<file path="src/rtl/rf_ctx_sequencer_pkg.sv">
`default_nettype none
// ============================================================================
// Module  : rf_ctx_sequencer_pkg
// Brief   : Shared constants, state encoding and checksum helper for the
//           register-file context sequencer (RF_CTX_CHECKSUM_EN adds a 9th word).
// Revision: 1.0 - initial release
// ============================================================================
package rf_ctx_sequencer_pkg;

  localparam int NUM_REGS = 8;
  localparam int DATA_W   = 16;
  localparam int SEL_W    = 3;

`ifdef RF_CTX_CHECKSUM_EN
  // Extra index bit lets the counter reach the trailing checksum word.
  localparam int IDX_W     = SEL_W + 1;
  localparam int NUM_WORDS = NUM_REGS + 1;
`else
  localparam int IDX_W     = SEL_W;
  localparam int NUM_WORDS = NUM_REGS;
`endif

  typedef enum logic [1:0] {
    IDLE    = 2'b00,
    SAVE    = 2'b01,
    RESTORE = 2'b10,
    DONE    = 2'b11
  } ctx_state_e;

  function automatic logic [DATA_W-1:0] foldWord(input logic [DATA_W-1:0] acc,
                                                 input logic [DATA_W-1:0] word);
    return acc ^ word;
  endfunction

endpackage
`default_nettype wire

</file>
<file path="src/rtl/rf_ctx_sequencer_if.sv">
`default_nettype none
// ============================================================================
// Module  : rf_ctx_sequencer_if
// Brief   : Save (out) and restore (in) valid/ready context streams.
// Revision: 1.0 - initial release
// ============================================================================
interface rf_ctx_sequencer_if
  import rf_ctx_sequencer_pkg::*;
();

  logic [DATA_W-1:0] ctx_out_data;
  logic              ctx_out_valid;
  logic              ctx_out_ready;
  logic [DATA_W-1:0] ctx_in_data;
  logic              ctx_in_valid;
  logic              ctx_in_ready;

  // master = sequencer, slave = debug/context-switch unit
  modport master (
    output ctx_out_data, ctx_out_valid, ctx_in_ready,
    input  ctx_out_ready, ctx_in_data, ctx_in_valid
  );

  modport slave (
    input  ctx_out_data, ctx_out_valid, ctx_in_ready,
    output ctx_out_ready, ctx_in_data, ctx_in_valid
  );

endinterface
`default_nettype wire

</file>
<file path="src/rtl/rf_ctx_sequencer_rf_port_mux.sv">
`default_nettype none
// ============================================================================
// Module  : rf_port_mux
// Brief   : Selects pipeline or sequencer ownership of RF read-1 and write ports.
// Revision: 1.0 - initial release
// ============================================================================
module rf_port_mux
  import rf_ctx_sequencer_pkg::*;
(
  input  ctx_state_e        state,
  input  logic [SEL_W-1:0]  seqSel,
  input  logic [DATA_W-1:0] seqWriteData,
  input  logic              seqWriteEn,
  input  logic [SEL_W-1:0]  pipe_read1RegSel,
  input  logic [SEL_W-1:0]  pipe_writeRegSel,
  input  logic [DATA_W-1:0] pipe_writeData,
  input  logic              pipe_writeEn,
  output logic [SEL_W-1:0]  rf_read1RegSel,
  output logic [SEL_W-1:0]  rf_writeRegSel,
  output logic [DATA_W-1:0] rf_writeData,
  output logic              rf_writeEn
);

  always_comb begin
    rf_read1RegSel = pipe_read1RegSel;
    rf_writeRegSel = pipe_writeRegSel;
    rf_writeData   = pipe_writeData;
    rf_writeEn     = 1'b0;
    case (state)
      IDLE: begin
        rf_writeEn = pipe_writeEn;
      end
      SAVE: begin
        rf_read1RegSel = seqSel;
      end
      RESTORE: begin
        rf_writeRegSel = seqSel;
        rf_writeData   = seqWriteData;
        rf_writeEn     = seqWriteEn;
      end
      default: begin
        rf_writeEn = 1'b0;
      end
    endcase
  end

endmodule
`default_nettype wire

</file>
<file path="src/rtl/rf_ctx_sequencer.sv">
`default_nettype none
// ============================================================================
// Module  : rf_ctx_sequencer
// Brief   : Register-file controller streaming R0..R7 out (save) or in (restore),
//           stalling the pipeline meanwhile. Option: RF_CTX_CHECKSUM_EN.
// Revision: 1.0 - initial release
// ============================================================================
module rf_ctx_sequencer
  import rf_ctx_sequencer_pkg::*;
(
  input  wire logic          clk,
  input  wire logic          rst,
  input  wire logic          save_req,
  input  wire logic          restore_req,
  output logic               busy,
  output logic               done,
  output logic               err,
  output logic               pipe_stall,
  input  wire logic [SEL_W-1:0]  pipe_read1RegSel,
  input  wire logic [SEL_W-1:0]  pipe_writeRegSel,
  input  wire logic [DATA_W-1:0] pipe_writeData,
  input  wire logic              pipe_writeEn,
  output logic [SEL_W-1:0]   rf_read1RegSel,
  input  wire logic [DATA_W-1:0] rf_read1Data,
  output logic [SEL_W-1:0]   rf_writeRegSel,
  output logic [DATA_W-1:0]  rf_writeData,
  output logic               rf_writeEn,
  rf_ctx_sequencer_if.master ctx
);

  localparam logic [IDX_W-1:0] c_lastIdx = IDX_W'(NUM_WORDS - 1);

  ctx_state_e       r_state;
  ctx_state_e       w_stateNext;
  logic [IDX_W-1:0] r_idx;
  logic [IDX_W-1:0] w_idxNext;
  logic             w_xfer;
  logic             w_regWord;
  logic             w_csumErr;

  always_ff @(posedge clk) begin
    if (rst) begin
      r_state <= IDLE;
      r_idx   <= '0;
    end else begin
      r_state <= w_stateNext;
      r_idx   <= w_idxNext;
    end
  end

  always_comb begin
    w_stateNext = r_state;
    w_idxNext   = r_idx;
    w_xfer      = 1'b0;
    case (r_state)
      IDLE: begin
        if (save_req) begin
          w_stateNext = SAVE;
          w_idxNext   = '0;
        end else if (restore_req) begin
          w_stateNext = RESTORE;
          w_idxNext   = '0;
        end
      end
      SAVE:    w_xfer = ctx.ctx_out_ready;
      RESTORE: w_xfer = ctx.ctx_in_valid;
      default: w_stateNext = IDLE;
    endcase
    if (w_xfer) begin
      if (r_idx == c_lastIdx) begin
        w_stateNext = DONE;
      end else begin
        w_idxNext = r_idx + IDX_W'(1);
      end
    end
  end

  assign busy              = (r_state != IDLE);
  assign pipe_stall        = busy;
  assign done              = (r_state == DONE);
  assign ctx.ctx_out_valid = (r_state == SAVE);
  assign ctx.ctx_in_ready  = (r_state == RESTORE);
  assign err               = (busy && pipe_writeEn) || w_csumErr;

`ifdef RF_CTX_CHECKSUM_EN
  logic [DATA_W-1:0] r_acc;
  logic              r_csumBad;
  logic [DATA_W-1:0] w_xferWord;

  // Top index bit marks the trailing checksum word, which never touches the RF.
  assign w_regWord  = !r_idx[IDX_W-1];
  assign w_xferWord = (r_state == SAVE) ? rf_read1Data : ctx.ctx_in_data;
  assign ctx.ctx_out_data = w_regWord ? rf_read1Data : r_acc;
  assign w_csumErr  = done && r_csumBad;

  always_ff @(posedge clk) begin
    if (rst) begin
      r_acc     <= '0;
      r_csumBad <= 1'b0;
    end else if ((r_state == IDLE) && (save_req || restore_req)) begin
      r_acc     <= '0;
      r_csumBad <= 1'b0;
    end else if (w_xfer && w_regWord) begin
      r_acc <= foldWord(r_acc, w_xferWord);
    end else if (w_xfer && (r_state == RESTORE)) begin
      r_csumBad <= (ctx.ctx_in_data != r_acc);
    end
  end
`else
  assign w_regWord        = 1'b1;
  assign ctx.ctx_out_data = rf_read1Data;
  assign w_csumErr        = 1'b0;
`endif

  rf_port_mux u_portMux (
    .state            (r_state),
    .seqSel           (r_idx[SEL_W-1:0]),
    .seqWriteData     (ctx.ctx_in_data),
    .seqWriteEn       (ctx.ctx_in_valid && w_regWord),
    .pipe_read1RegSel (pipe_read1RegSel),
    .pipe_writeRegSel (pipe_writeRegSel),
    .pipe_writeData   (pipe_writeData),
    .pipe_writeEn     (pipe_writeEn),
    .rf_read1RegSel   (rf_read1RegSel),
    .rf_writeRegSel   (rf_writeRegSel),
    .rf_writeData     (rf_writeData),
    .rf_writeEn       (rf_writeEn)
  );

endmodule
`default_nettype wire
</file>
<file path="src/flat_wrapper.sv">
// flat-port wrapper written by rule: the top's interface ports become plain ports
module rf_ctx_sequencer_flat import rf_ctx_sequencer_pkg::*;
  (clk, rst, save_req, restore_req, busy, done, err, pipe_stall, pipe_read1RegSel, pipe_writeRegSel, pipe_writeData, pipe_writeEn, rf_read1RegSel, rf_read1Data, rf_writeRegSel, rf_writeData, rf_writeEn, ctx_ctx_out_data, ctx_ctx_out_valid, ctx_ctx_in_ready, ctx_ctx_out_ready, ctx_ctx_in_data, ctx_ctx_in_valid);
  rf_ctx_sequencer_if ctx_i ();
  input  wire logic clk;
  input  wire logic rst;
  input  wire logic save_req;
  input  wire logic restore_req;
  output logic busy;
  output logic done;
  output logic err;
  output logic pipe_stall;
  input  wire logic [SEL_W-1:0] pipe_read1RegSel;
  input  wire logic [SEL_W-1:0] pipe_writeRegSel;
  input  wire logic [DATA_W-1:0] pipe_writeData;
  input  wire logic pipe_writeEn;
  output logic [SEL_W-1:0] rf_read1RegSel;
  input  wire logic [DATA_W-1:0] rf_read1Data;
  output logic [SEL_W-1:0] rf_writeRegSel;
  output logic [DATA_W-1:0] rf_writeData;
  output logic rf_writeEn;
  output wire logic [$bits(ctx_i.ctx_out_data)-1:0] ctx_ctx_out_data;
  output wire logic [$bits(ctx_i.ctx_out_valid)-1:0] ctx_ctx_out_valid;
  output wire logic [$bits(ctx_i.ctx_in_ready)-1:0] ctx_ctx_in_ready;
  input wire logic [$bits(ctx_i.ctx_out_ready)-1:0] ctx_ctx_out_ready;
  input wire logic [$bits(ctx_i.ctx_in_data)-1:0] ctx_ctx_in_data;
  input wire logic [$bits(ctx_i.ctx_in_valid)-1:0] ctx_ctx_in_valid;
  assign ctx_ctx_out_data = ctx_i.ctx_out_data;
  assign ctx_ctx_out_valid = ctx_i.ctx_out_valid;
  assign ctx_ctx_in_ready = ctx_i.ctx_in_ready;
  assign ctx_i.ctx_out_ready = ctx_ctx_out_ready;
  assign ctx_i.ctx_in_data = ctx_ctx_in_data;
  assign ctx_i.ctx_in_valid = ctx_ctx_in_valid;
  rf_ctx_sequencer u_core (.clk(clk), .rst(rst), .save_req(save_req), .restore_req(restore_req), .busy(busy), .done(done), .err(err), .pipe_stall(pipe_stall), .pipe_read1RegSel(pipe_read1RegSel), .pipe_writeRegSel(pipe_writeRegSel), .pipe_writeData(pipe_writeData), .pipe_writeEn(pipe_writeEn), .rf_read1RegSel(rf_read1RegSel), .rf_read1Data(rf_read1Data), .rf_writeRegSel(rf_writeRegSel), .rf_writeData(rf_writeData), .rf_writeEn(rf_writeEn), .ctx(ctx_i));
endmodule
</file>
<file path="config.mk">
export PLATFORM = sky130hd
export DESIGN_NAME = rf_ctx_sequencer_flat
export DESIGN_NICKNAME = d
export VERILOG_FILES = /design/src/rtl/rf_ctx_sequencer_pkg.sv /design/src/rtl/rf_ctx_sequencer_if.sv /design/src/rtl/rf_ctx_sequencer_rf_port_mux.sv /design/src/rtl/rf_ctx_sequencer.sv /design/src/flat_wrapper.sv
export SDC_FILE = /design/constraint.sdc
export NUM_CORES = 1
export LEC_CHECK = 0
export CAP_MARGIN = 20
export CORE_ASPECT_RATIO = 0.6
export CORE_MARGIN = 3
export CORE_UTILIZATION = 24
export CTS_CLUSTER_DIAMETER = 100
export DETAILED_ROUTE_END_ITERATION = 8
export HOLD_SLACK_MARGIN = 0.1
export PLACE_DENSITY = 0.8
export SYNTH_ARGS = -nofsm -noshare
export SYNTH_HDL_FRONTEND = slang
export SYNTH_SLANG_ARGS = --single-unit
export TNS_END_PERCENT = 10
</file>
<file path="constraint.sdc">
create_clock -name clk -period 2.1 [get_ports clk]
set_input_delay 0.42 -clock clk [delete_from_list [all_inputs] [get_ports clk]]
set_output_delay 0.42 -clock clk [all_outputs]
set_load 0.02 [all_outputs]
</file>
; ---- Word-level counts from Yosys, hierarchy flattened
; Index checks and enable logic that the tools add are counted.
[totals]
ff_bits = 5
latch_bits = 0
mem_bits_rw = 0
mem_bits_ro = 0
input_bits = 61
word_cells = 26
n_memories = 0
[op_classes]
addsub = 1
mul = 0
div = 0
n_lt_le_gt_ge = 0
n_eq_ne = 4
shifts = 0
n_mux = 15
bitwise_logic = 0
reduce_logical = 4
[op_table]
columns = cell, count
row1 = 3-bit 2-to-1 mux, 7
row2 = 16-bit 2-to-1 mux, 1
row3 = 2-bit 2-to-1 mux, 4
row4 = 2-bit == test (second input constant), 2
row5 = 1-bit one-hot mux with 2 select lines, 2
row6 = 2-bit one-hot mux with 2 select lines, 1
row7 = 3-bit by 1-bit adder with 3-bit output (second input constant), 1
row8 = 3-bit == test (second input constant), 1
row9 = 2-bit by 1-bit == test with 1-bit output (second input constant), 1
row10 = 2-bit zero test, 1
row11 = 2-bit nonzero test, 1
row12 = 2-bit OR reduction, 1
row13 = 1-bit logical AND, 1

; ---- Longest topological paths before layout
; Gate-level depths: netlist of run 1.
[depth]
depth_word = 5
depth_mapped = 5
depth_no_buf = 5

; ---- Modules after synthesis
; Synthesis of run 1 repeated with hierarchy kept, for this count alone.
[hier_totals]
hier_cells = 79
area_unflattened_um2 = 823.3
[modules_own_cells]
columns = mod, instances, cells_each, area_per_inst_um2, seq_area_each_um2
row1 = rf_ctx_sequencer, 1, 51, 479.2, 100.1
row2 = rf_port_mux, 1, 28, 344.1, 0.0

; ---- Worst setup path after synthesis of run 1
; No wires, ideal clock.
[synth_timing]
path_type = register to output
from = register u_core.r_state[0]
to = output rf_writeData[0]
t_arrival_ns = 1.389
required_ns = 1.680
path_slack_ns = 0.291
stages_incl_launch_ff = 5
path_buffers = 1
path_cell_list = dfxtp_1 inv_1 ha_1 buf_2 mux2_2
[synth_between]
elab_chain_len = 2
[synth_rtl]
columns = item, line_no
row1 = "start, declared", rf_ctx_sequencer.sv:33  ; ctx_state_e r_state;
row2 = "start signal, assigned", rf_ctx_sequencer.sv:46  ; r_state <= w_stateNext;
row3 = 2-bit == test, --
row4 = named net ctx_ctx_in_ready, flat_wrapper.sv:24  ; output wire logic [$bits(ctx_i.ctx_in_ready)-1:0] ctx_ctx_in_ready;
row5 = 16-bit 2-to-1 mux, rf_ctx_sequencer_rf_port_mux.sv:29  ; case (state)
row6 = "end, declared", flat_wrapper.sv:20  ; output logic [DATA_W-1:0] rf_writeData;
; The timed path passes the listed nets, and every way through them passes these cells.

; ---- Worst setup path after layout of run 1
[layout_timing]
from = register u_core.r_state[0]
to = output rf_writeData[11]
[layout_between]
elab_chain_len = 2
[layout_rtl]
columns = item, line_no
row1 = 2-bit == test, rf_ctx_sequencer_rf_port_mux.sv:29
row2 = 16-bit 2-to-1 mux, rf_ctx_sequencer_rf_port_mux.sv:29
; Every way passes these cells.

==> impl_metrics.env, run 1 <==
export IMPL_clock_latency_ns=0.23
export IMPL_worst_setup_path_end_kind="output pin"
export IMPL_cp_startpoint="u_core.r_state[0]"
export IMPL_drt_total_wl_um=2830
export IMPL_ios=106
export IMPL_cts_root_buffer="clkbuf_8"
export IMPL_r2r_end="u_core.r_idx[0]"
export IMPL_port_buffers=73
export IMPL_dr_pass1_iters=2
export IMPL_slowest_delay_ns=0.34
export IMPL_dieHeight_um=48.7
export IMPL_setup_slack_ns=0.0214
export IMPL_post_place_ws_ns=0.0119
export IMPL_r2r_cells=6
export IMPL_drc=0
export IMPL_clkTransAtPathRegs_ns=0.04
export IMPL_cts_buffer_depth=2
export IMPL_antenna_found_initial=0
export IMPL_gp_congestion=0.756
export IMPL_grt_max_degree=12
export IMPL_cp_cell_sequence="inv_1, ha_2, buf_6, mux2_2, dlygate4sd2_1"
export IMPL_finalPower_mw=0.628
export IMPL_placed_cells=176
export IMPL_max_slew_margin_pct=70.6
export IMPL_syn_nets=143
export IMPL_worstHoldStart="u_core.r_idx[2]"
export IMPL_fmax_mhz=481
export IMPL_worst_pin_slew_ns=0.437
export IMPL_crit_fanout=11
export IMPL_vias=779
export IMPL_diodes=0
export IMPL_cts_sinks=5
export IMPL_drtAntennaViolNets=0
export IMPL_leakagePower_nw=0.615
export IMPL_start_util_pct=27.0
export IMPL_area_growth_synth_to_final_pct=91.8
export IMPL_instances_no_fill=180
export IMPL_synth_seq_area_share_pct=13.7
export IMPL_peakVddDrop_mv=0.138
export IMPL_die_w_um=77.1
export IMPL_grt_setup_unrepaired="yes"
export IMPL_rows=14
export IMPL_crit_slowest_cell="mux2_2"
export IMPL_viasPerCell=4.33
export IMPL_startpoint_type="flip-flop"
export IMPL_max_cap_violations=0
export IMPL_hold_end="u_core.r_idx[2]"
export IMPL_setup_violations=0
export IMPL_crit_arrival_ns=1.66
export IMPL_worstPathRequired_ns=1.68
export IMPL_drt_iter0_drc=6
export IMPL_status="completed"
export IMPL_cts_setup_buffers=0
export IMPL_r2r_start="u_core.r_state[0]"
export IMPL_fin_hold_ws_ns=0.532
export IMPL_finalClockSkew_ns=0.00593
export IMPL_cts_made_buffers=3
export IMPL_wl_per_cell_um=15.7
export IMPL_nNetsFinal=208
export IMPL_min_period_ns=2.08
export IMPL_hold_violations=0
export IMPL_min_path_cells=2
export IMPL_grt_usage_pct=15.4
export IMPL_syn_area_per_cell_um2=9.58
export IMPL_ff2ff_setup_slack_ns=0.48
export IMPL_slew_violations=0
export IMPL_grt_pass1_wl_um=4520
export IMPL_critPathKind="flip-flop to output pin"
export IMPL_min_path_type="flip-flop to flip-flop"
export IMPL_coreArea_um2=2700
export IMPL_dp_hpwl_um=2380
export IMPL_grt_ovfl_total=0
export IMPL_cts_max_level=1
export IMPL_synthCells=76
export IMPL_grt_pass1_vias=905
export IMPL_ys_types=20
export IMPL_ys_seq_elements=5
export IMPL_yosys_warnings=0
export IMPL_die_area_um2=3750
export IMPL_power_density_nw_per_um2=449
export IMPL_post_route_period_util_pct=99.0
export IMPL_drive_gt1_share_pct=35.7
export IMPL_cts_tree="built"
export IMPL_netlist_area_um2=728
-- worst max path at each step --
stage / endpoint / slack [ns] / cells past startpoint
final: rf_writeData[11] / 0.02 / 5
after detailed placement: rf_writeData[12] / 0.01 / 3
after floorplan: rf_writeData[0] / 0.29 / 4
after global routing: rf_writeData[11] / -0.05 / 5
after CTS: rf_read1RegSel[0] / -0.09 / 4
after global placement: rf_writeData[13] / 0.03 / 3
-- worst max-delay path: cells and delay by family (launching register included) --
| kind | cells | cell delay [ns] |
|---|---|---|
| buffers and inverters | 3 | 0.58 |
| muxes | 1 | 0.34 |
| DFF | 1 | 0.32 |
| adders and majority gates | 1 | 0.20 |
-- cell type report --
type	count	area, um^2
multi-input combinational	49	484
fill	269	1300
clock inverter	1	5.00
clock buffer	3	41.3
tap	40	50.0
timing repair buffer	79	704
sequential	5	100
inverter	3	11.3
-- flip-flops by register name, indices dropped and copies added, names as in the netlist --
signal and flops:
u_core.r_idx 3, u_core.r_state 2
-- routing by layer --
layer / vias up / share of wire (%) / track usage (%)
li1: 380 / - / -
met1: 353 / 41 / 16.6
met2: 36 / 49 / 26.6
met3: 10 / 9.0 / 6.67
met4: 0 / 1.2 / 6.51
met5: - / 0 / 0
-- cell usage after synthesis --
cell      instances  area (um^2)
ha_1              6         75.1
a22o_1            2         17.5
nand3b_1          2         15.0
nor2b_1           1         6.26
nand3_1           1         5.00
inv_1             3         11.3
nor2_1            2         7.51
nand2b_1          2         12.5
o21ai_0           2         10.0
buf_2             2         10.0
a32oi_1           1         8.76
buf_4            17          128
and3b_4           1         12.5
a21oi_1           2         10.0
a21o_1            1         7.51
mux2_4            1         15.0
dfxtp_1           5          100
mux2_2           22          248
mux2i_1           2         20.0
and3b_1           1         8.76
-- power by group --
group,switching [mW],internal [mW],total [mW]
combinational,0.152,0.187,0.340
clock,0.0555,0.128,0.184
sequential,0.00432,0.100,0.104
total,0.212,0.415,0.628
-- stage by stage --
step	cell area [um^2]	setup TNS, ns	utilization, %
5_1_grt	1400	-0.121	51.8
3_5_place_dp	1420	0	52.5
2_1_floorplan	728	0	-
4_1_cts	1430	-0.131	53.2
3_3_place_gp	1420	0	52.5
6_report	1400	0	51.8
-- cell usage in the layout (no fill, tap or decap), types with 2 or more instances in the layout --
master           count
a21oi_1              2
a22o_1               2
nand2b_1             2
ha_2                 2
clkbuf_8             3
buf_6                2
clkdlybuf4s15_1      2
clkdlybuf4s50_1     47
dlygate4sd2_1        9
ha_1                 4
mux2i_1              2
o21ai_0              2
inv_1                3
mux2_2              22
dfxtp_1              5
nand3b_1             2
clkbuf_2            14
buf_4                4
nor2_1               2
-- cells by family after synthesis --
| kind of cell | after synthesis | share of synthesized area, % |
|---|---|---|
| muxes | 25 | 38.8 |
| and+or+nand+nor | 10 | 9.28 |
| buffers and inverters | 22 | 20.4 |
| DFF | 5 | 13.7 |
| adders and majority gates | 6 | 10.3 |
| AOI/OAI and AO/OA | 8 | 7.39 |
-- timing repair --
item / in CTS / in global routing
hold buffers: 0 / 0
setup endpoints to repair: 26 / 21
resized for setup: 26 / 34
Note: power is estimated with default switching activity, not from simulation.
==> run 2, diff against run 1 <==
--- a/config.mk
+++ b/config.mk
@@ -12,7 +12,9 @@
 export CTS_CLUSTER_DIAMETER = 100
 export DETAILED_ROUTE_END_ITERATION = 8
 export HOLD_SLACK_MARGIN = 0.1
+export MAX_ROUTING_LAYER = met4
 export PLACE_DENSITY = 0.8
+export RECOVER_POWER = 50
 export SYNTH_ARGS = -nofsm -noshare
 export SYNTH_HDL_FRONTEND = slang
 export SYNTH_SLANG_ARGS = --single-unit
==> impl_metrics.env, run 2 (same netlist as run 1, synthesis figures left out) <==
export IMPL_area_growth_synth_to_final_pct=91.8
export IMPL_peakVddDrop_mv=0.138
export IMPL_critPathKind="flip-flop to output pin"
export IMPL_cts_buffer_depth=2
export IMPL_max_cap_violations=0
export IMPL_min_path_type="flip-flop to flip-flop"
export IMPL_dieHeight_um=48.7
export IMPL_drc=0
export IMPL_cts_made_buffers=3
export IMPL_wl_per_cell_um=15.6
export IMPL_dp_hpwl_um=2380
export IMPL_max_slew_margin_pct=73.0
export IMPL_die_area_um2=3750
export IMPL_largestRegisters="u_core.r_idx (3), u_core.r_state (2)"
export IMPL_crit_fanout=11
export IMPL_setup_slack_ns=0.0191
export IMPL_antenna_found_initial=0
export IMPL_cts_setup_buffers=0
export IMPL_layout_commonest_cell="clkdlybuf4s50_1"
export IMPL_status="completed"
export IMPL_grt_usage_pct=15.8
export IMPL_drtAntennaViolNets=0
export IMPL_cts_tree="built"
export IMPL_setup_violations=0
export IMPL_cts_max_level=1
export IMPL_grt_ovfl_total=0
export IMPL_drt_iter0_drc=6
export IMPL_largest_reg_flops=3
export IMPL_rows=14
export IMPL_port_buffers=73
export IMPL_hold_violations=0
export IMPL_post_place_ws_ns=0.0119
export IMPL_viasPerCell=4.30
export IMPL_top_register="u_core.r_idx"
export IMPL_worstPathRequired_ns=1.68
export IMPL_ctsHoldBuffers=0
export IMPL_power_density_nw_per_um2=451
export IMPL_post_route_period_util_pct=99.1
export IMPL_crit_slowest_cell="mux2_2"
export IMPL_leakagePower_nw=0.615
export IMPL_cp_cell_sequence="inv_1, ha_2, buf_6, mux2_2, dlygate4sd2_1"
export IMPL_final_util_pct=51.8
export IMPL_finalClockSkew_ns=0.00667
export IMPL_drive_gt1_share_pct=35.7
export IMPL_dr_pass1_iters=3
export IMPL_drt_total_wl_um=2810
export IMPL_startpoint_type="flip-flop"
export IMPL_grt_pass1_wl_um=4510
export IMPL_vias=774
export IMPL_worst_setup_path_end_kind="output pin"
export IMPL_diodes=0
export IMPL_clkTransAtPathRegs_ns=0.04
export IMPL_gp_congestion=0.766
export IMPL_clock_latency_ns=0.23
export IMPL_coreArea_um2=2700
export IMPL_fmax_mhz=481
export IMPL_die_w_um=77.1
export IMPL_fillers=269
export IMPL_slew_violations=0
export IMPL_instances_no_fill=180
export IMPL_slowest_delay_ns=0.34
export IMPL_min_period_ns=2.08
export IMPL_worst_pin_slew_ns=0.400
export IMPL_grt_max_degree=12
export IMPL_nNetsFinal=208
export IMPL_placed_cells=176
export IMPL_start_util_pct=27.0
export IMPL_grt_setup_unrepaired="yes"
export IMPL_ios=106
export IMPL_crit_arrival_ns=1.66
export IMPL_cts_root_buffer="clkbuf_8"
export IMPL_final_cell_mix="47 x clkdlybuf4s50_1, 22 x mux2_2, 14 x clkbuf_2"
export IMPL_grt_pass1_vias=906
export IMPL_cts_sinks=5
## run 2: final timing paths
path	from	end	cells after the start	slack, ns
setup / recovery	u_core.r_state[0]	rf_writeData[11]	5	0.02
hold / removal	u_core.r_idx[2]	u_core.r_idx[2]	2	0.53
setup reg to reg	u_core.r_state[0]	u_core.r_idx[0]	6	0.48
hold reg to reg	u_core.r_idx[2]	u_core.r_idx[2]	2	0.53
## run 2: repair_timing
item	in CTS	in global routing
setup endpoints to repair	26	21
pin swaps	0	0
gates resized for setup	26	34
## run 2: worst max-delay path, delay by kind of cell, from the launching register on
kind	cells	cell delay, ns
adder cells (fa/ha/maj)	1	0.20
buffers and inverters	3	0.58
flip-flops	1	0.32
multiplexers	1	0.34
## run 2: per-layer routing
layer	global-route usage [%]	wire, um
met1	16.6	1130
met2	26.6	1380
met3	6.67	256
met4	6.51	51
met5	-	0
## run 2: final cells by class
type / count / area (um^2) / area share [%]
Sequential cell: 5 / 100 / 7.17
Clock inverter: 1 / 5.00 / 0.358
Timing Repair Buffer: 79 / 704 / 50.4
Inverter: 3 / 11.3 / 0.806
Tap cell: 40 / 50.0 / 3.58
Multi-Input combinational cell: 49 / 484 / 34.7
Clock buffer: 3 / 41.3 / 2.96
## run 2: through the flow
stage | hold WS, ns | setup TNS [ns] | cell area, um^2 | power (mW)
global route | 0.564 | -0.121 | 1400 | 0.663
CTS | 0.542 | -0.131 | 1430 | 0.637
finish | 0.533 | 0 | 1400 | 0.630
global placement | 0.517 | 0 | 1420 | 0.474
floorplan | 0.485 | 0 | 728 | 0.319
detailed placement | 0.530 | 0 | 1420 | 0.482
## run 2: power by group
group	total, mW	internal (mW)	switching (mW)
logic	0.339	0.187	0.152
registers	0.104	0.100	0.00424
clock network	0.187	0.128	0.0584
total	0.630	0.416	0.214
